$ cat src/rtl/soc_boot_pkg.sv
// soc_boot_pkg: shared definitions for the SoC boot controller.
//   boot_state_e   - sequencer states (IDLE/HOLD_RST/SETTLE/RUN)
//   REG_*          - register index (wbs_adr_i[3:2]) inside the 16-byte window
//   CTRL_*         - bit positions inside the CTRL register
//   HOLD_RST_VAL   - reset value of the HOLD register
//   hold_load()    - counter load value for HOLD_RST (a zero HOLD still holds one cycle)
package soc_boot_pkg;

  typedef enum logic [1:0] {
    ST_IDLE     = 2'd0,
    ST_HOLD_RST = 2'd1,
    ST_SETTLE   = 2'd2,
    ST_RUN      = 2'd3
  } boot_state_e;

  localparam logic [1:0] REG_CTRL    = 2'd0;
  localparam logic [1:0] REG_HOLD    = 2'd1;
  localparam logic [1:0] REG_STATUS  = 2'd2;
  localparam logic [1:0] REG_SCRATCH = 2'd3;

  localparam int CTRL_START        = 0;
  localparam int CTRL_STOP         = 1;
  localparam int CTRL_CLK_SEL      = 2;
  localparam int CTRL_EXT_FETCH_EN = 3;

  localparam logic [15:0] HOLD_RST_VAL = 16'h0010;

  function automatic logic [15:0] hold_load(input logic [15:0] hold);
    return (hold == 16'd0) ? 16'd1 : hold;
  endfunction

endpackage

$ cat src/rtl/soc_boot_wb_regs.sv
// soc_boot_wb_regs: Wishbone classic slave decode + register file.
//   wbs_*         - Wishbone slave port; registered ack one cycle after a hit,
//                   never on two consecutive cycles
//   stat_state/   - live sequencer state and counter, read back via STATUS
//   stat_cnt
//   start_pulse/  - one-cycle command pulses, high during the ack cycle of the
//   stop_pulse      CTRL write that set them
//   clk_sel, ext_fetch_en, hold_cycles - R/W configuration fields
module soc_boot_wb_regs
  import soc_boot_pkg::*;
#(
  parameter logic [31:0] BASE_ADDR = 32'h3000_0000
) (
  input  logic        wb_clk_i,
  input  logic        wb_rst_i,
  input  logic        wbs_stb_i,
  input  logic        wbs_cyc_i,
  input  logic        wbs_we_i,
  input  logic [3:0]  wbs_sel_i,
  input  logic [31:0] wbs_adr_i,
  input  logic [31:0] wbs_dat_i,
  output logic        wbs_ack_o,
  output logic [31:0] wbs_dat_o,
  input  logic [1:0]  stat_state,
  input  logic [15:0] stat_cnt,
  output logic        start_pulse,
  output logic        stop_pulse,
  output logic        clk_sel,
  output logic        ext_fetch_en,
  output logic [15:0] hold_cycles
);

  logic        hit, wr, ctrl_wr;
  logic [1:0]  reg_idx;
  logic [31:0] scratch, rdata;
  logic        unused_adr;

  assign unused_adr = ^wbs_adr_i[1:0];

  // Masking with the current ack leaves a dead cycle after every ack, so a
  // master holding stb across transfers sees at most one transfer per 2 cycles.
  assign hit     = wbs_cyc_i & wbs_stb_i & ~wbs_ack_o &
                   (wbs_adr_i[31:4] == BASE_ADDR[31:4]);
  assign wr      = hit & wbs_we_i;
  assign reg_idx = wbs_adr_i[3:2];
  assign ctrl_wr = wr & (reg_idx == REG_CTRL) & wbs_sel_i[0];

  always_comb begin
    rdata = '0;
    case (reg_idx)
      REG_CTRL: begin
        rdata[CTRL_CLK_SEL]      = clk_sel;
        rdata[CTRL_EXT_FETCH_EN] = ext_fetch_en;
      end
      REG_HOLD:    rdata = {16'h0, hold_cycles};
      REG_STATUS:  rdata = {stat_cnt, 14'h0, stat_state};
      default:     rdata = scratch;
    endcase
  end

  always_ff @(posedge wb_clk_i or posedge wb_rst_i) begin
    if (wb_rst_i) begin
      wbs_ack_o    <= 1'b0;
      wbs_dat_o    <= '0;
      start_pulse  <= 1'b0;
      stop_pulse   <= 1'b0;
      clk_sel      <= 1'b0;
      ext_fetch_en <= 1'b0;
      hold_cycles  <= HOLD_RST_VAL;
      scratch      <= '0;
    end else begin
      wbs_ack_o   <= hit;
      wbs_dat_o   <= (hit && !wbs_we_i) ? rdata : '0;
      start_pulse <= ctrl_wr & wbs_dat_i[CTRL_START];
      stop_pulse  <= ctrl_wr & wbs_dat_i[CTRL_STOP];
      if (ctrl_wr) begin
        clk_sel      <= wbs_dat_i[CTRL_CLK_SEL];
        ext_fetch_en <= wbs_dat_i[CTRL_EXT_FETCH_EN];
      end
      if (wr && reg_idx == REG_HOLD) begin
        if (wbs_sel_i[0]) hold_cycles[7:0]  <= wbs_dat_i[7:0];
        if (wbs_sel_i[1]) hold_cycles[15:8] <= wbs_dat_i[15:8];
      end
      if (wr && reg_idx == REG_SCRATCH) begin
        for (int b = 0; b < 4; b++)
          if (wbs_sel_i[b]) scratch[8*b +: 8] <= wbs_dat_i[8*b +: 8];
      end
    end
  end

endmodule

$ cat src/rtl/soc_boot_ctrl.sv
// soc_boot_ctrl: SoC boot sequencer behind a Wishbone register window.
//   wb_clk_i/wb_rst_i - clock, async active-high reset
//   wbs_*             - Wishbone classic slave (see soc_boot_wb_regs)
//   ext_fetch_i       - pad fetch enable, used in RUN when EXT_FETCH_EN=1
//   core_rst_n_o      - core reset, released in SETTLE and RUN
//   fetch_enable_o    - core fetch enable, only in RUN
//   clk_sel_o         - clock source select from CTRL
//   boot_irq_o        - one-cycle pulse in the first RUN cycle
// Sequence: IDLE -START-> HOLD_RST (max(HOLD,1) cycles) -> SETTLE
// (SETTLE_CYCLES cycles) -> RUN. STOP returns to IDLE from anywhere.
module soc_boot_ctrl
  import soc_boot_pkg::*;
#(
  parameter logic [31:0] BASE_ADDR     = 32'h3000_0000,
  parameter int          SETTLE_CYCLES = 16
) (
  input  logic        wb_clk_i,
  input  logic        wb_rst_i,
  input  logic        wbs_stb_i,
  input  logic        wbs_cyc_i,
  input  logic        wbs_we_i,
  input  logic [3:0]  wbs_sel_i,
  input  logic [31:0] wbs_adr_i,
  input  logic [31:0] wbs_dat_i,
  output logic        wbs_ack_o,
  output logic [31:0] wbs_dat_o,
  input  logic        ext_fetch_i,
  output logic        core_rst_n_o,
  output logic        fetch_enable_o,
  output logic        clk_sel_o,
  output logic        boot_irq_o
);

  localparam logic [15:0] SETTLE_LOAD = 16'(SETTLE_CYCLES);

  boot_state_e state, state_nxt;
  logic [15:0] cnt, cnt_nxt;
  logic        start_pulse, stop_pulse, clk_sel, ext_fetch_en;
  logic [15:0] hold_cycles;

  soc_boot_wb_regs #(.BASE_ADDR(BASE_ADDR)) u_regs (
    .wb_clk_i     (wb_clk_i),
    .wb_rst_i     (wb_rst_i),
    .wbs_stb_i    (wbs_stb_i),
    .wbs_cyc_i    (wbs_cyc_i),
    .wbs_we_i     (wbs_we_i),
    .wbs_sel_i    (wbs_sel_i),
    .wbs_adr_i    (wbs_adr_i),
    .wbs_dat_i    (wbs_dat_i),
    .wbs_ack_o    (wbs_ack_o),
    .wbs_dat_o    (wbs_dat_o),
    .stat_state   (state),
    .stat_cnt     (cnt),
    .start_pulse  (start_pulse),
    .stop_pulse   (stop_pulse),
    .clk_sel      (clk_sel),
    .ext_fetch_en (ext_fetch_en),
    .hold_cycles  (hold_cycles)
  );

  assign clk_sel_o = clk_sel;  // already a flop in the register file

  // STOP is checked first so a combined START|STOP write lands in IDLE.
  always_comb begin
    state_nxt = state;
    cnt_nxt   = cnt;
    if (stop_pulse) begin
      state_nxt = ST_IDLE;
      cnt_nxt   = '0;
    end else begin
      case (state)
        ST_IDLE: if (start_pulse) begin
          state_nxt = ST_HOLD_RST;
          cnt_nxt   = hold_load(hold_cycles);
        end
        ST_HOLD_RST: if (cnt <= 16'd1) begin
          state_nxt = ST_SETTLE;
          cnt_nxt   = SETTLE_LOAD;
        end else cnt_nxt = cnt - 16'd1;
        ST_SETTLE: if (cnt <= 16'd1) begin
          state_nxt = ST_RUN;
          cnt_nxt   = '0;
        end else cnt_nxt = cnt - 16'd1;
        default: ;
      endcase
    end
  end

  // Outputs are registered from the next state so they switch in the same
  // cycle as the state itself; ext_fetch_i is sampled here, hence its delay.
  always_ff @(posedge wb_clk_i or posedge wb_rst_i) begin
    if (wb_rst_i) begin
      state          <= ST_IDLE;
      cnt            <= '0;
      core_rst_n_o   <= 1'b0;
      fetch_enable_o <= 1'b0;
      boot_irq_o     <= 1'b0;
    end else begin
      state          <= state_nxt;
      cnt            <= cnt_nxt;
      core_rst_n_o   <= (state_nxt == ST_SETTLE) || (state_nxt == ST_RUN);
      fetch_enable_o <= (state_nxt == ST_RUN) && (ext_fetch_en ? ext_fetch_i : 1'b1);
      boot_irq_o     <= (state_nxt == ST_RUN) && (state != ST_RUN);
    end
  end

endmodule

$ cat config.mk
export PLATFORM = sky130hd
export DESIGN_NAME = soc_boot_ctrl
export DESIGN_NICKNAME = d
export VERILOG_FILES = /design/src/rtl/soc_boot_pkg.sv /design/src/rtl/soc_boot_wb_regs.sv /design/src/rtl/soc_boot_ctrl.sv
export SDC_FILE = /design/constraint.sdc
export NUM_CORES = 1
export LEC_CHECK = 0
export CAP_MARGIN = 20
export CORE_ASPECT_RATIO = 0.6
export CORE_MARGIN = 2
export CORE_UTILIZATION = 25
export CTS_BUF_LIST = sky130_fd_sc_hd__clkbuf_4 sky130_fd_sc_hd__clkbuf_8 sky130_fd_sc_hd__clkbuf_16
export DETAILED_ROUTE_END_ITERATION = 6
export GPL_TIMING_DRIVEN = 0
export SETUP_SLACK_MARGIN = 0.5
export SYNTH_ARGS = -nofsm -noshare
export SYNTH_HDL_FRONTEND = slang
export SYNTH_SLANG_ARGS = --single-unit
$ cat constraint.sdc
create_clock -name wb_clk_i -period 3.2 [get_ports wb_clk_i]
set_input_delay 0.64 -clock wb_clk_i [delete_from_list [all_inputs] [get_ports wb_clk_i]]
set_output_delay 0.64 -clock wb_clk_i [all_outputs]
set_load 0.005 [all_outputs]
==> summary.md <==
| Metric | Value |
|---|---|
| Global routing's busiest layer | met2 |
| Worst EP required | 3.43 ns |
| Synth unique cells | 56 |
| Synthesized instance count | 399 |
| Element type at the critical path start | input pin |
| Ports | 111 |
| Num CTS Buffers | 9 |
| Top delay family on crit path | simple AND/OR/NAND/NOR gates |
| Avg Cell Area, Syn | 12.0 µm² |
| Layout cells sized above 1 | 17.0% |
| N_diodes | 0 |
| Number of global-route vias before repair | 3963 |
| Async SR Flop Fraction | 100% |
| DR vias | 3704 |
| R2r startpoint | cnt[4] |
| # setup viols final | 0 |
| Lkg Pwr | 0.00300 µW |
| Port Buffers | 108 |
| Fin Clk Skew | 0.00570 ns |
| Crit end category | flip-flop |
| FMAX | 395 MHz |
| Clk buf depth | 2 |
| Slew @ Worst Pin | 0.871 ns |
| Commonest non-fill, non-tap cell in the layout | clkdlybuf4s50_1 |
| Syn. warnings | 0 |
| Setup TNS | 0 ns |
| WP data arrival | 2.76 ns |
| Worst flop-to-flop path endpoint | cnt[2] |
| Die height | 111 µm |
| Global routing usage on met3 | 3.45% |
| Max FO, Critical Path | 10 |
| Peak supply drop | 0.000254 V |
| DIE AREA | 20300 µm² |
| CP max-delay cell | clkdlybuf4s50_1 |
| DRC Markers | 0 |
| Min Tclk post-route | 2.53 ns |
| Row count | 39 |
| Sequential fraction of the synthesis area | 55.6% |
| DR iter-0 viols | 231 |
| Drt wl/cell | 17.0 µm |
| Final Wtd Congestion | 0.824 |
| Largest net degree at the start of global routing | 43 |
| Reg2Reg Depth | 6 |
| All-layer global routing usage | 13.5% |
| Syn_nets | 479 |
| H-tree depth | 3 |
| Slew HR | 42.0% |
| CTS tree | built |
| Sink Count | 106 |
| Max-Cap Viols | 0 |
| Routed wire length | 13.2 mm |
| RSZ-0062 raised after global routing | false |
| Run status | complete, no violations |
| Antenna violations before repair | 0 |
| Nets | 605 |
| Area grow syn2layout | 37.3% |
| Crit share post-route | 79.1% |
| Yosys top cell by area | dfrtp_1 |
| Synth top area share | 55.0% |
| Pre-Repair DR Iteration Count | 5 |
| Core footprint | 18900 µm² |
| PD cells | 414 nW/µm² |
| Root Buffer | clkbuf_16 |
| Syn Std Cell Area | 4780 µm² |
| Hold Crit Depth | 1 |
| Highest cell delay on the worst timing path | 0.43 ns |
| Worst-path clk slew | 0.07 ns |
| Most frequent cells in the layout | 108 x clkdlybuf4s50_1, 105 x dfrtp_1, 50 x mux2_2 |
| Worst skew pair latency | 0.34 ns |
| GRT met1 Usage | 19.8% |
| # fillers | 1869 |
| Post-synth EDFFs | 0 |
| Max-slew violations | 0 |
| Width of the chip | 182 µm |
| Starting Density | 25.3% |
| Global-route wire length before repair | 21.4 mm |
| Antenna-violating nets left | 0 |
| Worst Hold End | u_regs.scratch[21] |
| Worst hold path type | reg2reg |
| WS Path Type | in2reg |
| Seq cells post-synth | 106 |
| Layout Utilization | 34.7% |
| HPWL after DPL | 10.1 mm |
| DR vias/cell | 4.77 |
| M2 GR Usage | 20.1% |
| Buf+Inv Stages, Crit Path | 2 |
| Crit path cell chain | clkdlybuf4s50_1 > nor4_1 > nand4_1 > nor2_2 > and4_1 > buf_2 > mux2_2 |
| Ranking of synthesized cells by area | dfrtp_1 55%, mux2_2 12%, mux2i_1 6.7%, nor2_1 3.9%, ha_1 1.6% |
| Min-delay src | u_regs.scratch[21] |
| Final Hold Fails | 0 |
| R2R Setup Slk | 0.75 ns |
| Ys flop type | dfrtp_1 |
| Grt total ovfl | 0 |
## through the flow
step | cells | instance area (µm²) | worst slack [ns] | total power (µW) | hold slack, ns
floorplan | 399 | 4780 | 0.982 | 1460 | 0.462
CTS | 775 | 6550 | 0.501 | 2750 | 0.510
global placement | 753 | 6170 | 0.00755 | 1580 | 0.488
detailed placement | 755 | 6210 | -0.0543 | 1590 | 0.494
global route | 776 | 6560 | 0.510 | 2820 | 0.516
finish | 776 | 6560 | 0.669 | 2720 | 0.505
## per-layer routing
metal  up-vias  share of wire, %
li1       1705                 -
met1      1865                50
met2       123                43
met3        11               5.4
met4         0              0.98
met5         -                 0
## cell type report
| type | count | area [µm²] | area share, % |
|---|---|---|---|
| Tap cell | 246 | 308 | 4.69 |
| Multi-Input combinational cell | 269 | 2030 | 30.9 |
| Buffer | 17 | 73.8 | 1.13 |
| Sequential cell | 106 | 2650 | 40.5 |
| Clock buffer | 14 | 275 | 4.20 |
| Clock inverter | 2 | 35.0 | 0.534 |
| Inverter | 7 | 30.0 | 0.458 |
| Timing Repair Buffer | 115 | 1160 | 17.6 |
## what timing repair did
action	CTS	global route
endpoints found under the setup margin	23	34
buffers inserted	4	0
resized for setup	0	3
hold buffers	0	0
cloned	0	0
pin swaps	3	0
## state kept, by name, summed over array words and instances, names as in the netlist
signal,count
u_regs.scratch,32
u_regs.wbs_dat_o,32
cnt,16
u_regs.hold_cycles,16
state,2
boot_irq_o,1
core_rst_n_o,1
fetch_enable_o,1
u_regs.clk_sel,1
u_regs.ext_fetch_en,1
u_regs.start_pulse,1
u_regs.stop_pulse,1
u_regs.wbs_ack_o,1
## where the power goes
| part | total [µW] | switching (µW) | internal (µW) |
|---|---|---|---|
| sequential | 1350 | 3.48 | 1340 |
| combinational | 222 | 106 | 116 |
| clock | 1150 | 475 | 675 |
## kinds of logic (layout without fill, tap and decap cells)
group | Yosys count | after routing | share of synthesized area [%]
xor+xnor | 2 | 2 | 0.367
compound gates | 54 | 54 | 8.01
flops | 106 | 106 | 55.6
simple gates | 125 | 125 | 13.9
mux | 82 | 82 | 18.5
buf+inv | 24 | 155 | 2.07
fa+ha+maj | 6 | 6 | 1.57
## synthesized netlist by cell type, drive strengths merged (3+ instances only)
cell type / count
a21o: 5
a21oi: 4
a22oi: 7
and2: 3
and4: 3
buf: 9
clkbuf: 8
dfrtp: 105
ha: 6
inv: 7
mux2: 50
mux2i: 32
nand2: 12
nand3: 3
nand3b: 3
nand4: 5
nor2: 50
nor2b: 5
nor3: 10
nor4: 10
o21ai: 15
o21bai: 4
o31ai: 3
or3: 5
or4: 6
## worst max path at each step
stage,start,end,depth (start not counted)
final,wbs_adr_i[13],u_regs.scratch[15],7
after detailed placement,wbs_adr_i[31],u_regs.scratch[27],6
after global placement,wbs_adr_i[31],u_regs.scratch[30],6
after floorplan,wbs_adr_i[31],u_regs.scratch[10],6
after CTS,wbs_adr_i[31],u_regs.wbs_dat_o[25],7
after global routing,wbs_adr_i[13],u_regs.wbs_dat_o[25],7
Power figures use the tool's default switching activity.
